File: src/rtl/hazard_pkg.sv
// Shared constants for the five-stage MIPS hazard/forwarding controller.
//   TUSE_NONE          : Tuse value meaning "source not read" (default Tuse width)
//   FWD_D_*            : D-stage forward select encodings (E / M / register file)
//   FWD_E_*            : E-stage forward select encodings (M / W / pipe register)
//   *_CYCLES_DEFAULT   : default multiply/divide busy windows
//   reg_match()        : source-vs-destination match with $0 and write-enable qualification
package hazard_pkg;

    localparam int unsigned TNEW_W_DEFAULT = 2;
    localparam logic [TNEW_W_DEFAULT-1:0] TUSE_NONE = '1;

    localparam logic [1:0] FWD_D_E    = 2'b10;
    localparam logic [1:0] FWD_D_M    = 2'b01;
    localparam logic [1:0] FWD_D_RF   = 2'b00;

    localparam logic [1:0] FWD_E_M    = 2'b10;
    localparam logic [1:0] FWD_E_W    = 2'b01;
    localparam logic [1:0] FWD_E_PIPE = 2'b00;

    localparam int unsigned MULT_CYCLES_DEFAULT = 5;
    localparam int unsigned DIV_CYCLES_DEFAULT  = 10;

    // Addresses are zero-extended to 32 bits by the caller so one helper serves any REG_AW.
    function automatic logic reg_match(input logic [31:0] src, input logic [31:0] wreg,
                                       input logic we);
        return we && (src == wreg) && (src != 32'd0);
    endfunction

endpackage

File: src/rtl/md_busy_tracker.sv
// Multiply/divide busy tracker.
//   clk, reset  : clock and synchronous active-high reset
//   md_start    : 1-cycle start pulse from the E stage
//   md_is_div   : qualifies md_start, 1 = divide, 0 = multiply
//   md_busy     : registered busy flag (md_cnt != 0)
module md_busy_tracker
    import hazard_pkg::*;
#(
    parameter int unsigned MULT_CYCLES = MULT_CYCLES_DEFAULT,
    parameter int unsigned DIV_CYCLES  = DIV_CYCLES_DEFAULT
) (
    input  logic clk,
    input  logic reset,
    input  logic md_start,
    input  logic md_is_div,
    output logic md_busy
);

    localparam int unsigned CW = $clog2(DIV_CYCLES + 1);

    logic [CW-1:0] md_cnt;

    always_ff @(posedge clk) begin
        if (reset) begin
            md_cnt <= '0;
        end else if (md_start && (md_cnt == '0)) begin
            md_cnt <= md_is_div ? CW'(DIV_CYCLES) : CW'(MULT_CYCLES);
        end else if (md_cnt != '0) begin
            // A start while busy falls through here: the running window is not extended.
            md_cnt <= md_cnt - CW'(1);
        end
    end

    assign md_busy = (md_cnt != '0);

    a_no_start_while_busy : assert property (@(posedge clk) disable iff (reset)
        !(md_start && md_busy))
        else $warning("md_start_e while md_busy: start ignored");

endmodule

File: src/rtl/hazard_ctrl.sv
// Hazard and forwarding controller for the five-stage MIPS pipeline.
//   clk, reset                    : clock, synchronous active-high reset
//   rs_d/rt_d, rs_e/rt_e          : source registers of the D and E instructions
//   rs_use_d/rt_use_d             : Tuse of the D sources (all-ones = not read)
//   wreg_*/tnew_*/regwrite_*      : destination, remaining Tnew and write enable in E/M/W
//   md_start_e/md_is_div_e        : mult/div start pulse and kind
//   md_use_d                      : D instruction touches the mult/div unit or HI/LO
//   fwd_a_d/fwd_b_d               : D forward select (10 = E, 01 = M, 00 = RF)
//   fwd_a_e/fwd_b_e               : E forward select (10 = M, 01 = W, 00 = pipe reg)
//   stall_f/stall_d/flush_e       : combinational stall / bubble controls
//   md_busy                       : registered mult/div busy flag
//   stall_cnt                     : saturating count of stall cycles since reset
module hazard_ctrl
    import hazard_pkg::*;
#(
    parameter int unsigned REG_AW      = 5,
    parameter int unsigned TNEW_W      = TNEW_W_DEFAULT,
    parameter int unsigned MULT_CYCLES = MULT_CYCLES_DEFAULT,
    parameter int unsigned DIV_CYCLES  = DIV_CYCLES_DEFAULT,
    parameter int unsigned CNT_W       = 32
) (
    input  logic              clk,
    input  logic              reset,
    input  logic [REG_AW-1:0] rs_d,
    input  logic [REG_AW-1:0] rt_d,
    input  logic [REG_AW-1:0] rs_e,
    input  logic [REG_AW-1:0] rt_e,
    input  logic [TNEW_W-1:0] rs_use_d,
    input  logic [TNEW_W-1:0] rt_use_d,
    input  logic [REG_AW-1:0] wreg_e,
    input  logic [REG_AW-1:0] wreg_m,
    input  logic [REG_AW-1:0] wreg_w,
    input  logic [TNEW_W-1:0] tnew_e,
    input  logic [TNEW_W-1:0] tnew_m,
    input  logic [TNEW_W-1:0] tnew_w,
    input  logic              regwrite_e,
    input  logic              regwrite_m,
    input  logic              regwrite_w,
    input  logic              md_start_e,
    input  logic              md_is_div_e,
    input  logic              md_use_d,
    output logic [1:0]        fwd_a_d,
    output logic [1:0]        fwd_b_d,
    output logic [1:0]        fwd_a_e,
    output logic [1:0]        fwd_b_e,
    output logic              stall_f,
    output logic              stall_d,
    output logic              flush_e,
    output logic              md_busy,
    output logic [CNT_W-1:0]  stall_cnt
);

    localparam logic [TNEW_W-1:0] USE_NONE = '1;

    logic rs_d_me, rs_d_mm, rt_d_me, rt_d_mm;
    logic rs_e_mm, rs_e_mw, rt_e_mm, rt_e_mw;
    logic stall_rs, stall_rt, data_stall, md_stall, stall;

    always_comb begin
        rs_d_me = reg_match(32'(rs_d), 32'(wreg_e), regwrite_e);
        rs_d_mm = reg_match(32'(rs_d), 32'(wreg_m), regwrite_m);
        rt_d_me = reg_match(32'(rt_d), 32'(wreg_e), regwrite_e);
        rt_d_mm = reg_match(32'(rt_d), 32'(wreg_m), regwrite_m);
        rs_e_mm = reg_match(32'(rs_e), 32'(wreg_m), regwrite_m);
        rs_e_mw = reg_match(32'(rs_e), 32'(wreg_w), regwrite_w);
        rt_e_mm = reg_match(32'(rt_e), 32'(wreg_m), regwrite_m);
        rt_e_mw = reg_match(32'(rt_e), 32'(wreg_w), regwrite_w);
    end

    // Stall when the producer's value arrives later than the consumer needs it.
    always_comb begin
        stall_rs   = (rs_use_d != USE_NONE) &&
                     ((rs_d_me && (rs_use_d < tnew_e)) || (rs_d_mm && (rs_use_d < tnew_m)));
        stall_rt   = (rt_use_d != USE_NONE) &&
                     ((rt_d_me && (rt_use_d < tnew_e)) || (rt_d_mm && (rt_use_d < tnew_m)));
        data_stall = stall_rs || stall_rt;
        // md_start_e covers the start cycle before md_busy has risen.
        md_stall   = md_use_d && (md_start_e || md_busy);
        stall      = data_stall || md_stall;
    end

    assign stall_f = stall;
    assign stall_d = stall;
    assign flush_e = stall;

    always_comb begin
        fwd_a_d = FWD_D_RF;
        if (rs_d_me && (tnew_e == '0))      fwd_a_d = FWD_D_E;
        else if (rs_d_mm && (tnew_m == '0)) fwd_a_d = FWD_D_M;

        fwd_b_d = FWD_D_RF;
        if (rt_d_me && (tnew_e == '0))      fwd_b_d = FWD_D_E;
        else if (rt_d_mm && (tnew_m == '0)) fwd_b_d = FWD_D_M;

        fwd_a_e = FWD_E_PIPE;
        if (rs_e_mm && (tnew_m == '0))      fwd_a_e = FWD_E_M;
        else if (rs_e_mw && (tnew_w == '0)) fwd_a_e = FWD_E_W;

        fwd_b_e = FWD_E_PIPE;
        if (rt_e_mm && (tnew_m == '0))      fwd_b_e = FWD_E_M;
        else if (rt_e_mw && (tnew_w == '0)) fwd_b_e = FWD_E_W;
    end

    md_busy_tracker #(
        .MULT_CYCLES (MULT_CYCLES),
        .DIV_CYCLES  (DIV_CYCLES)
    ) u_md_busy_tracker (
        .clk       (clk),
        .reset     (reset),
        .md_start  (md_start_e),
        .md_is_div (md_is_div_e),
        .md_busy   (md_busy)
    );

    always_ff @(posedge clk) begin
        if (reset) begin
            stall_cnt <= '0;
        end else if (stall && (stall_cnt != '1)) begin
            stall_cnt <= stall_cnt + CNT_W'(1);
        end
    end

endmodule

File: config.mk
export PLATFORM = sky130hd
export DESIGN_NAME = hazard_ctrl
export DESIGN_NICKNAME = d
export VERILOG_FILES = /design/src/rtl/hazard_pkg.sv /design/src/rtl/md_busy_tracker.sv /design/src/rtl/hazard_ctrl.sv
export SDC_FILE = /design/constraint.sdc
export NUM_CORES = 1
export LEC_CHECK = 0
export CAP_MARGIN = 0
export CORE_UTILIZATION = 46
export CTS_CLUSTER_DIAMETER = 40
export DETAILED_ROUTE_END_ITERATION = 10
export GPL_TIMING_DRIVEN = 0
export PLACE_DENSITY = 0.81
export SYNTH_ARGS = -nofsm -noshare
export SYNTH_HDL_FRONTEND = slang
export SYNTH_SLANG_ARGS = --single-unit
File: constraint.sdc
create_clock -name clk -period 2.55 [get_ports clk]
set_input_delay 0.3825 -clock clk [delete_from_list [all_inputs] [get_ports clk]]
set_output_delay 0.3825 -clock clk [all_outputs]
set_load 0.01 [all_outputs]
==> results of run 1 <==
## how the worst min path moves through the flow
stage,endpoint
floorplan,u_md_busy_tracker.md_cnt[0]
global placement,stall_cnt[30]
CTS,stall_cnt[5]
global route,stall_cnt[5]
finish,stall_cnt[11]
detailed placement,stall_cnt[5]
## what timing repair did
action | 4_1_cts | 5_1_grt
setup buffers | 4 | 1
endpoints found under the setup margin | 35 | 38
endpoints found under the hold margin | 0 | 0
hold buffers | 0 | 0
pin swaps | 13 | 15
resized for setup | 97 | 45
## critical path, cell delays in order
cell,delay [ns]
clkdlybuf4s50_1,0.48
nand4_1,0.13
nor4_2,0.37
a311o_1,0.31
nor2_4,0.06
buf_4,0.16
buf_8,0.16
nor4_4,0.27
mux2_2,0.35
## cell families (layout without fill, tap and decap cells)
kind of cell / after synthesis / after routing
adders and majority gates: 7 / 7
muxes: 10 / 10
buffers and inverters: 32 / 140
and+or+nand+nor: 153 / 153
DFF: 36 / 36
AOI/OAI and AO/OA: 60 / 60
xor gates and xnor gates: 43 / 43
## final cells by class
type                    count  area (um^2)  area share
multi-input cells         273         2172      0.5060
repair buffers            100        957.2      0.2230
flip-flops and latches     36        732.0      0.1705
plain buffers              19        178.9     0.04168
well taps                  75        93.84     0.02186
clock buffers               6        72.57     0.01690
inverters                  13        51.30     0.01195
clock inverters             2        35.03    0.008161
## layer usage
layer | share of wire | GRT usage
met1 | 0.42 | 0.3265
met2 | 0.50 | 0.5025
met3 | 0.060 | 0.05114
met4 | 0.023 | 0.09464
met5 | 0 | 0
## sequential cells by signal, indices dropped and copies added (netlist names)
signal and flops:
stall_cnt 32, u_md_busy_tracker.md_cnt 4
## power by group
part	internal [mW]	switching [mW]
clock network	0.290	0.222
logic	0.299	0.320
registers	0.595	0.0261
## through the flow
| step | cells | total power [mW] | cell area [um^2] | setup TNS, ns | utilization |
|---|---|---|---|---|---|
| 2_1_floorplan | 341 | 0.9384 | 2831 | 0 | - |
| 3_3_place_gp | 511 | 1.155 | 3876 | -14.87 | 0.6547 |
| 3_5_place_dp | 511 | 1.176 | 3876 | -16.47 | 0.6547 |
| 4_1_cts | 523 | 1.732 | 4177 | -0.06241 | 0.7054 |
| 5_1_grt | 524 | 1.843 | 4293 | 0 | 0.7251 |
| 6_report | 524 | 1.752 | 4293 | 0 | 0.7251 |
## cell usage in the layout, fill, tap and decap left out, types with 4 or more instances in the layout
| master | netlist | routed |
|---|---|---|
| o31ai_1 | 11 | 8 |
| ha_1 | 7 | 5 |
| xnor2_1 | 30 | 30 |
| mux2_4 | 6 | 8 |
| nor4_2 | 2 | 4 |
| or4_1 | 19 | 13 |
| nor2_1 | 25 | 23 |
| clkbuf_8 | 0 | 5 |
| and2_1 | 4 | 4 |
| or4_4 | 1 | 7 |
| nand4_1 | 13 | 13 |
| buf_6 | 4 | 12 |
| a21oi_1 | 24 | 18 |
| nand3_1 | 12 | 12 |
| buf_4 | 4 | 6 |
| dlygate4sd2_1 | 0 | 13 |
| a21oi_2 | 0 | 6 |
| dfxtp_1 | 36 | 29 |
| dfxtp_2 | 0 | 6 |
| clkdlybuf4s50_1 | 0 | 62 |
| o21ai_0 | 8 | 8 |
| nor2b_1 | 14 | 14 |
| dlymetal6s2s_1 | 0 | 8 |
| inv_1 | 13 | 10 |
| nor4_4 | 0 | 7 |
| buf_2 | 4 | 7 |
| clkbuf_1 | 4 | 5 |
| and3_1 | 6 | 6 |
| a211oi_1 | 7 | 4 |
| or3_1 | 6 | 6 |
| nand2_1 | 19 | 18 |
| xor2_1 | 13 | 13 |
==> metrics.yaml, run 1 <==
status: "completed"
clock_skew_ns: 0.01306
ys_types: 55
worstHoldPathType: "reg2reg"
synth_edf_count: 0
path_max_fanout: 10
worstSkewPairLatency_ns: 0.30
synth-simple-area-share: 0.3305
drive_above_1_share: 0.2361
drv_slew: 0
hold_depth: 2
endpoint: "stall_cnt[28]"
start_util: 0.4782
synth_xor_area_frac: 0.1330
r2r_end: "stall_cnt[8]"
crit_type: "in2reg"
synth-seq-cells: 36
row_count: 28
reg2reg_from: "stall_cnt[16]"
dieArea_um2: 6473
rr_worst_depth: 9
synth_top_area_share: 0.2545
place.gp.congestion: 0.8382
grt_use_total: 0.2787
hold_violations: 0
min_period_over_period: 0.9813
finalSetupViolCount: 0
cp.arrival_ns: 2.69
num_antenna_cells: 0
dp_hpwl_um: 6372
worst_setup_path_end_kind: "flip-flop"
cap_violations: 0
fp.dieW_um: 80.46
drc_errors: 0
avgSynthCellArea_um2: 8.303
clockBufferDepth: 2
rsz0062_at_grt: "false"
synthTopCellsByCount: "dfxtp_1 (36), xnor2_1 (30), nor2_1 (25)"
synthArstFlopShare: 0
grt_pass1_vias: 2980
coreArea_um2: 5921
hp-start: "stall_cnt[11]"
port_buffers: 95
synth_area_leaders: "dfxtp_1 (25%), xnor2_1 (9.3%), or4_1 (5.0%)"
syn_area_um2: 2831
numCtsBuffers: 5
fmax_mhz: 399.6
p_per_area_nw_per_um2: 408.2
min_period_ns: 2.502
yosysTopAreaCell: "dfxtp_1"
cp-start-kind: "input port"
antenna_found_initial: 0
first_pass_iters: 5
synth-compound-area-share: 0.1335
ioPinCount: 97
cts_tree: "yes"
cp-startpoint: "regwrite_e"
grt.overflow.total: 0
totalWireLength_um: 8654
yosysSeqAreaShare: 0.2545
cts-root-buf: "clkbuf_8"
hold_slack_ns: 0.4975
wl_per_cell_um: 16.52
synth_most_common_cell: "dfxtp_1"
synth.area.mux_share: 0.04772
worstPathRequired_ns: 2.74
ir_drop_mv: 0.3772
nets: 508
fill_cells: 443
cts-htree-levels: 2
via_count: 3125
drtIter0Drc: 122
area_delta_synth_final_pct: 51.61
netlist_instances: 341
syn-num-nets: 401
grt_max_degree: 12
fin_ws_ns: 0.04771
ys.flop_type: "dfxtp_1"
synth_top_family_by_area: "simple AND/OR/NAND/NOR gates"
max-slew-margin-rel: 0.5924
worstMarginPinSlew_ns: 0.6114
pre_cts_ws_ns: -1.019
clk_pin_slew_ns: 0.08
rrSetupSlack_ns: 0.14
power_leakage_nw: 1.518
synth_warnings: 0
ant_nets: 0
viasPerCell: 5.964
die_h_um: 80.46
synth_adder_area_share: 0.03093
cts_sinks: 36
grt_pass1_wl_um: 14000
Power figures use the tool's default switching activity.
==> inputs of run 2 (changes only) <==
--- a/config.mk
+++ b/config.mk
@@ -5,7 +5,6 @@
 export SDC_FILE = /design/constraint.sdc
 export NUM_CORES = 1
 export LEC_CHECK = 0
-export CAP_MARGIN = 0
 export CORE_UTILIZATION = 46
 export CTS_CLUSTER_DIAMETER = 40
 export DETAILED_ROUTE_END_ITERATION = 10
==> results of run 2 <==
Same layout as run 1: the final DEF is identical, and so are final timing and power.
==> inputs of run 3 (changes only) <==
--- a/config.mk
+++ b/config.mk
@@ -5,11 +5,13 @@
 export SDC_FILE = /design/constraint.sdc
 export NUM_CORES = 1
 export LEC_CHECK = 0
-export CORE_UTILIZATION = 46
+export ABC_AREA = 1
+export CORE_UTILIZATION = 48
 export CTS_CLUSTER_DIAMETER = 40
+export CTS_CLUSTER_SIZE = 16
 export DETAILED_ROUTE_END_ITERATION = 10
 export GPL_TIMING_DRIVEN = 0
-export PLACE_DENSITY = 0.81
+export PLACE_DENSITY = 0.82
 export SYNTH_ARGS = -nofsm -noshare
 export SYNTH_HDL_FRONTEND = slang
 export SYNTH_SLANG_ARGS = --single-unit
==> metrics.yaml, run 3 <==
instances_no_fill: 733
worstHoldPathType: "reg2reg"
min_period_ns: 2.435
netlist_instances: 548
drtIter0Drc: 221
final_common_cell: "nand2_1"
grt_use_total: 0.2748
cts_tree: "yes"
cts-root-buf: "clkbuf_8"
internal-power_mw: 1.147
area_delta_synth_final_pct: 40.23
hold_slack_ns: 0.4955
status: "completed"
synth_most_common_cell: "nand2_1"
worstSkewPairLatency_ns: 0.29
cts_sinks: 36
path_cells: "clkdlybuf4s50_1 -> inv_2 -> nand2_1 -> nand2_1 -> nand2_1 -> nor2_2 -> nand3_1 -> nor2_1 -> clkdlybuf4s50_1"
ant_nets: 0
syn-num-nets: 608
coreArea_um2: 6314
totalWireLength_um: 9571
synth-seq-cells: 36
worstPathRequired_ns: 2.17
worst_setup_path_end_kind: "primary output"
cp.arrival_ns: 2.05
grt.overflow.total: 0
reg2reg_from: "u_md_busy_tracker.md_cnt[0]"
p_switching_mw: 0.5993
fill_cells: 606
synth_area_leaders: "dfxtp_1 (23%), nand2_1 (19%), nor2_1 (10%)"
fp.dieW_um: 82.86
drive_above_1_share: 0.1053
wl_per_cell_um: 13.06
power_mw: 1.746
die_h_um: 82.86
nets: 715
port_buffers: 96
yosysTopAreaCell: "dfxtp_1"
synthArstFlopShare: 0
switching_share: 0.3431
top_regs: "stall_cnt: 32 flops, u_md_busy_tracker.md_cnt: 4 flops"
viasPerCell: 5.314
min_period_over_period: 0.9549
avgSynthCellArea_um2: 5.726
ioPinCount: 97
synthTopCellsByCount: "nand2_1 (157), nor2_1 (85), inv_1 (79)"
multi_input_area_um2: 2071
power_leakage_nw: 2.109
finalSetupViolCount: 0
clk_pin_slew_ns: 0.07
slowest_delay_ns: 0.54
post-route-util: 0.6970
hp-start: "u_md_busy_tracker.md_cnt[1]"
place.gp.congestion: 0.9389
fin_tns_setup_ns: 0
clockBufferDepth: 2
p_comb_frac: 0.382
dieArea_um2: 6865
seqPwrFrac: 0.360
start_util: 0.4970
max-slew-margin-rel: 0.7172
largest-register: "stall_cnt"
dp_hpwl_um: 7413
cp-startpoint: "wreg_m[4]"
grt_pass1_wl_um: 15790
ir_drop_mv: 0.3695
seq_area_um2: 720.7
path_max_fanout: 5
critPathMostFrequentCell: "nand2_1"
cp_slowest_cell: "clkdlybuf4s50_1"
drv_slew: 0
p_per_area_nw_per_um2: 396.9
drc_errors: 0
cap_violations: 0
cts-htree-levels: 2
synth_edf_count: 0
syn_area_um2: 3138
hold_violations: 0
via_count: 3895
largest_reg_flops: 32
yosysSeqAreaShare: 0.2297
antenna_found_initial: 0
synth_top_area_share: 0.2297
crit_type: "in2out"
fmax_mhz: 410.7
first_pass_iters: 5
numCtsBuffers: 5
grt_max_degree: 11
cp-start-kind: "input port"
ys_types: 36
clock_skew_ns: 0.009075
final_cell_mix: "nand2_1 (156), nor2_1 (80), inv_1 (76), clkdlybuf4s50_1 (75), nand3_1 (52)"
dpl.cell_count: 721
clockPowerShare: 0.258
row_count: 29
hold_buffers: 0
synth_warnings: 0
worstMarginPinSlew_ns: 0.4241
rsz0062_at_grt: "false"
grt_pass1_vias: 3564
ys.flop_type: "dfxtp_1"
## run 3: changes by cell type in the layout (fill, tap and decap cells not counted), sizes merged, moves of 20 or more
| cell | delta |
|---|---|
| nand3 | +43 |
| xnor2 | -25 |
| nand2 | +145 |
| inv | +71 |
| nor2 | +68 |
| or4 | -20 |
## run 3: metrics by stage
step / instance area (um^2) / setup slack (ns)
6_report: 4400 / 0.1150
4_1_cts: 4332 / 0.006539
2_1_floorplan: 3138 / 0.6926
3_3_place_gp: 4195 / -0.4553
5_1_grt: 4398 / 0.005522
3_5_place_dp: 4195 / -0.4712
## run 3: cell families (layout without fill, tap and decap cells)
family,Yosys count,count (layout),synth area share
AOI/OAI and AO/OA,60,60,0.1061
xor gates and xnor gates,6,6,0.01675
adders and majority gates,7,7,0.02791
buffers and inverters,97,204,0.1348
DFF,36,36,0.2297
other,0,1,0
and+or+nand+nor,342,342,0.4849
## run 3: power groups by stage
stage / Combinational (mW) / Clock, mW / Sequential, mW
floorplan: 0.391 / 0 / 0.637
global placement: 0.626 / 0 / 0.640
detailed placement: 0.643 / 0 / 0.640
CTS: 0.656 / 0.461 / 0.628
global route: 0.744 / 0.480 / 0.633
finish: 0.667 / 0.451 / 0.629
## run 3: path summary, 6_finish.rpt
check / endpoint / slack [ns] / cells past startpoint
max: fwd_a_d[0] / 0.12 / 9
min: u_md_busy_tracker.md_cnt[1] / 0.50 / 2
max reg2reg: stall_cnt[10] / 0.37 / 13
min reg2reg: u_md_busy_tracker.md_cnt[1] / 0.50 / 2
## run 3: layout make-up
| type | instances | area share |
|---|---|---|
| antenna | 1 | 0.0005687 |
| timing repair buffer | 101 | 0.2278 |
| multi-input combinational | 415 | 0.4706 |
| tap | 77 | 0.02189 |
| clock buffer | 7 | 0.02189 |
| sequential | 36 | 0.1638 |
| buffer | 11 | 0.02104 |
| inverter | 85 | 0.07250 |
## run 3: what timing repair did
item                                    CTS  global route
gates cloned                              0             0
endpoints found under the setup margin    9             9
pin swaps                                 3             6
gates resized for setup                  18            26
hold endpoints to repair                  0             0
buffers inserted                          4             1
## run 3: worst max-delay path: cells and delay by family
kind | cells | cell delay, ns
buffers and inverters | 3 | 1.18
and+or+nand+nor | 6 | 0.48
## run 3: metal layers
layer	share of wire	wire length (um)	global-route usage
met1	0.45	4325	0.3601
met2	0.46	4380	0.4583
met3	0.064	612	0.04274
met4	0.026	252	0.09561
met5	0	0	0
